===== config.mk =====
export PLATFORM = sky130hd
export DESIGN_NAME = decode_stage
export DESIGN_NICKNAME = d
export VERILOG_FILES = /design/src/rtl/decode_stage.sv
export SDC_FILE = /design/constraint.sdc
export NUM_CORES = 1
export LEC_CHECK = 0
export CELL_PAD_IN_SITES_DETAIL_PLACEMENT = 1
export CELL_PAD_IN_SITES_GLOBAL_PLACEMENT = 1
export CORE_ASPECT_RATIO = 0.6
export CORE_MARGIN = 10
export CORE_UTILIZATION = 40
export CTS_CLUSTER_SIZE = 8
export DETAILED_ROUTE_END_ITERATION = 8
export PLACE_DENSITY = 0.92
export SYNTH_ARGS = -nofsm -noshare
export SYNTH_HDL_FRONTEND = slang
export SYNTH_SLANG_ARGS = --single-unit

===== constraint.sdc =====
create_clock -name clk -period 4.7 [get_ports clk]
set_clock_uncertainty 0.2 [all_clocks]
set_input_delay 1.175 -clock clk [delete_from_list [all_inputs] [get_ports clk]]
set_output_delay 1.175 -clock clk [all_outputs]
set_load 0.03 [all_outputs]

===== src/rtl/decode_stage.sv =====
// Instruction-decode pipeline stage: splits raw words into fields, extends the immediate,
// flags illegal opcodes and holds up to two decoded entries so upstream never stalls on out_ready.
//
//   state      | meaning
//   -----------+--------------------------------------------------
//   OCC_EMPTY  | no entry held, out_valid low, in_ready high
//   OCC_ONE    | head valid, tail free, in_ready high
//   OCC_FULL   | head and tail valid, in_ready low
module decode_stage #(
    parameter int                 IW         = 16,
    parameter int                 OPW        = 4,
    parameter int                 RW         = 3,
    parameter int                 IMMW       = 6,
    parameter int                 DATA_W     = 8,
    parameter logic [2**OPW-1:0]  LEGAL_MASK = '1,
    parameter logic [2**OPW-1:0]  SEXT_MASK  = '0,
    parameter int                 CNT_W      = 16
) (
    input  logic              clk,
    input  logic              rst,
    input  logic              flush,
    input  logic              in_valid,
    output logic              in_ready,
    input  logic [IW-1:0]     instr,
    output logic              out_valid,
    input  logic              out_ready,
    output logic [OPW-1:0]    opcode,
    output logic [RW-1:0]     rd,
    output logic [RW-1:0]     rs1,
    output logic [RW-1:0]     rs2,
    output logic [DATA_W-1:0] imm,
    output logic              illegal,
    output logic [CNT_W-1:0]  decode_count
);

    typedef struct packed {
        logic [OPW-1:0]    opcode;
        logic [RW-1:0]     rd;
        logic [RW-1:0]     rs1;
        logic [RW-1:0]     rs2;
        logic [DATA_W-1:0] imm;
        logic              illegal;
    } entry_t;

    typedef enum logic [1:0] {
        OCC_EMPTY = 2'd0,
        OCC_ONE   = 2'd1,
        OCC_FULL  = 2'd2
    } occ_e;

    occ_e             occ_q, occ_d;
    entry_t           head_q, head_d;
    entry_t           tail_q, tail_d;
    logic             in_ready_q, in_ready_d;
    logic [CNT_W-1:0] dcnt_q, dcnt_d;

    entry_t           dec_w;
    logic [IMMW-1:0]  imm_raw;
    logic             accept;
    logic             xfer;

    assign imm_raw = instr[IMMW-1:0];

    always_comb begin
        dec_w         = '0;
        dec_w.opcode  = instr[IW-1 -: OPW];
        dec_w.rd      = instr[IW-OPW-1 -: RW];
        dec_w.rs1     = instr[IW-OPW-RW-1 -: RW];
        dec_w.rs2     = instr[IW-OPW-2*RW-1 -: RW];
        // the signed cast carries bit IMMW-1 into the upper bits
        if (SEXT_MASK[dec_w.opcode]) begin
            dec_w.imm = DATA_W'($signed(imm_raw));
        end else begin
            dec_w.imm = DATA_W'(imm_raw);
        end
        dec_w.illegal = ~LEGAL_MASK[dec_w.opcode];
    end

    assign out_valid = (occ_q != OCC_EMPTY);
    assign in_ready  = in_ready_q;
    assign accept    = in_valid && in_ready_q;
    assign xfer      = out_valid && out_ready;

    always_comb begin
        occ_d  = occ_q;
        head_d = head_q;
        tail_d = tail_q;
        dcnt_d = dcnt_q;

        if (xfer) begin
            dcnt_d = dcnt_q + CNT_W'(1);
        end

        // head is never rewritten on flush, so the fields keep their last presented values
        if (flush) begin
            occ_d = OCC_EMPTY;
        end else begin
            case (occ_q)
                OCC_EMPTY: begin
                    if (accept) begin
                        head_d = dec_w;
                        occ_d  = OCC_ONE;
                    end
                end
                OCC_ONE: begin
                    if (accept && xfer) begin
                        head_d = dec_w;
                    end else if (accept) begin
                        tail_d = dec_w;
                        occ_d  = OCC_FULL;
                    end else if (xfer) begin
                        occ_d  = OCC_EMPTY;
                    end
                end
                OCC_FULL: begin
                    if (xfer) begin
                        head_d = tail_q;
                        occ_d  = OCC_ONE;
                    end
                end
                default: begin
                    occ_d = OCC_EMPTY;
                end
            endcase
        end

        in_ready_d = (occ_d != OCC_FULL);
    end

    always_ff @(posedge clk or posedge rst) begin
        if (rst) begin
            occ_q      <= OCC_EMPTY;
            head_q     <= '0;
            tail_q     <= '0;
            in_ready_q <= 1'b1;
            dcnt_q     <= '0;
        end else begin
            occ_q      <= occ_d;
            head_q     <= head_d;
            tail_q     <= tail_d;
            in_ready_q <= in_ready_d;
            dcnt_q     <= dcnt_d;
        end
    end

    assign opcode       = head_q.opcode;
    assign rd           = head_q.rd;
    assign rs1          = head_q.rs1;
    assign rs2          = head_q.rs2;
    assign imm          = head_q.imm;
    assign illegal      = head_q.illegal;
    assign decode_count = dcnt_q;

endmodule


==> run metrics <==
Detailed Place HPWL 4270 um; utilization after layout 0.539; Pint 844 uW; Clock power frac 0.196; largest net degree at the start of global routing 52; critical path startpoint category flip-flop; Area growth syn-to-layout 29.1%; Worst Path Arrival 1.66 ns; post-synth cell types 30; NumNets Final 280; unrepaired setup endpoints after global routing false; Critical path origin occ_q[0]$_DFF_PP0_; vias in the first global route 1857; GRT Total Usage 0.126; Static Leak 1.37 nW; Psw 433 uW; Setup TNS 0 ns; Layout Cell Area excl Fill 0.00303 mm^2; setup bufs post-CTS 0; Die H 79.3 um; placer's final routability congestion estimate 0.767; flops & latches, synth 51; clk slew on worst S/H paths 0.09 ns; antenna viol nets, final 0; CTS tree yes; layout cells sized above 1 0.181; Mapped Area 0.00235 mm^2; Worst Path Max Fanout 7; worst r2r src occ_q[0]$_DFF_PP0_; first-pass GRT wire length 9650 um; Placement Rows 21; hold buffers post-CTS 0; CTS Root Cell clkbuf_8; Ports 61; reg2reg end rs2[0]$_DFFE_PP0P_; hold crit path type reg2reg; final setup fails 0; Sequential Power Share 0.472; Max transition margin 0.284; critical path class reg2out; Total Wirelength 5750 um; Pwr Total 1.28 mW; post-cts sizing count 0; MaxCap Viol Count 0; die area 0.00943 mm^2; fmax 330 MHz; Starting Density 0.417; Clock Sinks 51; status finished, final reports clean; Pwr per Cell Area 422 mW/mm^2; initial drt markers 45; Synth Instances 204; count of final hold-check violations 0; internal reg-to-reg setup slack 2.51 ns; Via Count 1632; Critical Path End out_valid; grt ovf 0; area of placed instances 0.00294 mm^2; crit share post-route 0.645; final hold slack 0.284 ns; Port Buffer Count 57; post-synthesis average cell area 11.5 um^2; worst slew pin tran 1.07 ns; Clock Latency Late Sink 0.30 ns; Detailed Routing Iterations Pass 1 4; clk buf depth 2; TritonCTS Buffers 5; Vias/cell 4.81; sequential cell area fraction in the yosys report 0.544; diode count 0; R2R cell count 5; Peak VDD IR 173 uV; Final Slew Violations 0; # DRC 0; die span in x 119 um; yosys warns 0; Gate power share 0.332; Sw Ratio 0.339; filler instances 645; H-tree depth 2; Std-Cell Core Area 0.00562 mm^2; antenna violations before repair 0; Worst EP required 3.32 ns; per-cell routed wire length 17.0 um; post-route minimum period 3.03 ns; CP Capture Type output port
-- placed cells by master (no fill, tap or decap) --
cell | synthesis | layout
inv_1 | 4 | 3
xnor2_1 | 12 | 12
or2_1 | 1 | 1
xor2_1 | 4 | 4
nand2b_1 | 2 | 2
nor3_2 | 1 | 1
clkinvlp_4 | 0 | 1
nor2_4 | 1 | 1
nor3_1 | 1 | 1
buf_4 | 6 | 1
o2111ai_1 | 1 | 1
nor2b_1 | 1 | 1
a2bb2oi_1 | 1 | 1
clkbuf_8 | 0 | 5
and3_1 | 3 | 3
clkinv_2 | 0 | 1
inv_2 | 0 | 1
clkdlybuf4s50_1 | 0 | 57
mux2_2 | 23 | 23
nand2_1 | 52 | 52
a22oi_2 | 1 | 1
ha_1 | 1 | 1
nand4_1 | 1 | 1
nand3_1 | 10 | 10
conb_1 | 1 | 3
a21boi_0 | 1 | 1
nor2_1 | 6 | 6
nand3_2 | 1 | 1
mux2_4 | 10 | 10
clkbuf_1 | 3 | 1
dfstp_2 | 1 | 1
and3b_1 | 1 | 1
dfrtp_1 | 50 | 50
-- Yosys cell counts --
| master | instances | area share |
|---|---|---|
| nor2b_1 | 1 | 0.0027 |
| nand3_2 | 1 | 0.0043 |
| a22oi_2 | 1 | 0.0053 |
| xor2_1 | 4 | 0.015 |
| inv_1 | 4 | 0.0064 |
| a2bb2oi_1 | 1 | 0.0037 |
| buf_4 | 6 | 0.019 |
| nand2b_1 | 2 | 0.0053 |
| mux2_4 | 10 | 0.064 |
| nand3_1 | 10 | 0.021 |
| a21boi_0 | 1 | 0.0032 |
| dfrtp_1 | 50 | 0.53 |
| nand4_1 | 1 | 0.0027 |
| nor2_1 | 6 | 0.0096 |
| nand2_1 | 52 | 0.083 |
| buf_6 | 2 | 0.0096 |
| xnor2_1 | 12 | 0.045 |
| nor3_2 | 1 | 0.0043 |
| and3_1 | 3 | 0.0080 |
| dfstp_2 | 1 | 0.011 |
| mux2_2 | 23 | 0.11 |
| conb_1 | 1 | 0.0016 |
| nor3_1 | 1 | 0.0021 |
| or2_1 | 1 | 0.0027 |
| o2111ai_1 | 1 | 0.0037 |
| buf_2 | 2 | 0.0043 |
| clkbuf_1 | 3 | 0.0048 |
| nor2_4 | 1 | 0.0048 |
| ha_1 | 1 | 0.0053 |
| and3b_1 | 1 | 0.0037 |
-- through the flow --
step	std cells	setup WS, ns
global placement	331	1.46
global route	339	1.60
CTS	339	1.65
finish	339	1.67
floorplan	206	2.10
detailed placement	331	1.41
-- layer usage --
| layer | track usage | part of all wire |
|---|---|---|
| met5 | 0 | 0 |
| met4 | 0.0218 | 0.0033 |
| met3 | 0.0403 | 0.057 |
| met2 | 0.215 | 0.48 |
| met1 | 0.154 | 0.46 |
-- cell type report --
cell class | instances | area, um^2 | area share
flip-flops and latches | 51 | 1280 | 0.422
multi-input cells | 138 | 973 | 0.321
repair buffers | 58 | 578 | 0.191
well taps | 80 | 100 | 0.0330
clock buffers | 6 | 72.6 | 0.0240
inverters | 4 | 15.0 | 0.00496
clock inverters | 2 | 12.5 | 0.00413
-- sequential cells by signal, indices dropped and copies added, names as in the netlist --
name and count:
decode_count 16, tail_q 16, imm 4, opcode 4, rd 3, rs1 3
occ_q 2, rs2 2, in_ready 1
-- logic make-up (layout without fill, tap and decap cells) --
logic type | after synthesis | in the layout | share of synthesized area
simple gates | 81 | 81 | 0.155
flops | 51 | 51 | 0.544
mux | 33 | 33 | 0.174
buf+inv | 17 | 70 | 0.0442
xor+xnor | 16 | 16 | 0.0597
compound gates | 4 | 4 | 0.0160
fa+ha+maj | 1 | 1 | 0.00533
other cells | 1 | 3 | 0.00160
-- how the worst min path moves through the flow --
stage,startpoint,endpoint,depth (start not counted)
floorplan,tail_q[10]$_DFFE_PP0P_,tail_q[10]$_DFFE_PP0P_,1
global placement,decode_count[15]$_DFFE_PP0P_,decode_count[15]$_DFFE_PP0P_,1
detailed placement,decode_count[15]$_DFFE_PP0P_,decode_count[15]$_DFFE_PP0P_,1
CTS,decode_count[15]$_DFFE_PP0P_,decode_count[15]$_DFFE_PP0P_,1
global route,decode_count[15]$_DFFE_PP0P_,decode_count[15]$_DFFE_PP0P_,1
finish,decode_count[15]$_DFFE_PP0P_,decode_count[15]$_DFFE_PP0P_,1
-- power by group through the flow --
stage          Clock, mW  Sequential (mW)  Combinational, mW
2_1_floorplan          0            0.700              0.166
3_3_place_gp           0            0.605              0.418
3_5_place_dp           0            0.611              0.432
4_1_cts            0.256            0.603              0.433
5_1_grt            0.271            0.617              0.454
6_report           0.251            0.603              0.424
-- critical path: stages (launching register included) --
cell	delay, ns
dfrtp_1	0.47
or2_1	0.28
clkdlybuf4s50_1	0.61
(Power assumes the default switching activity.)
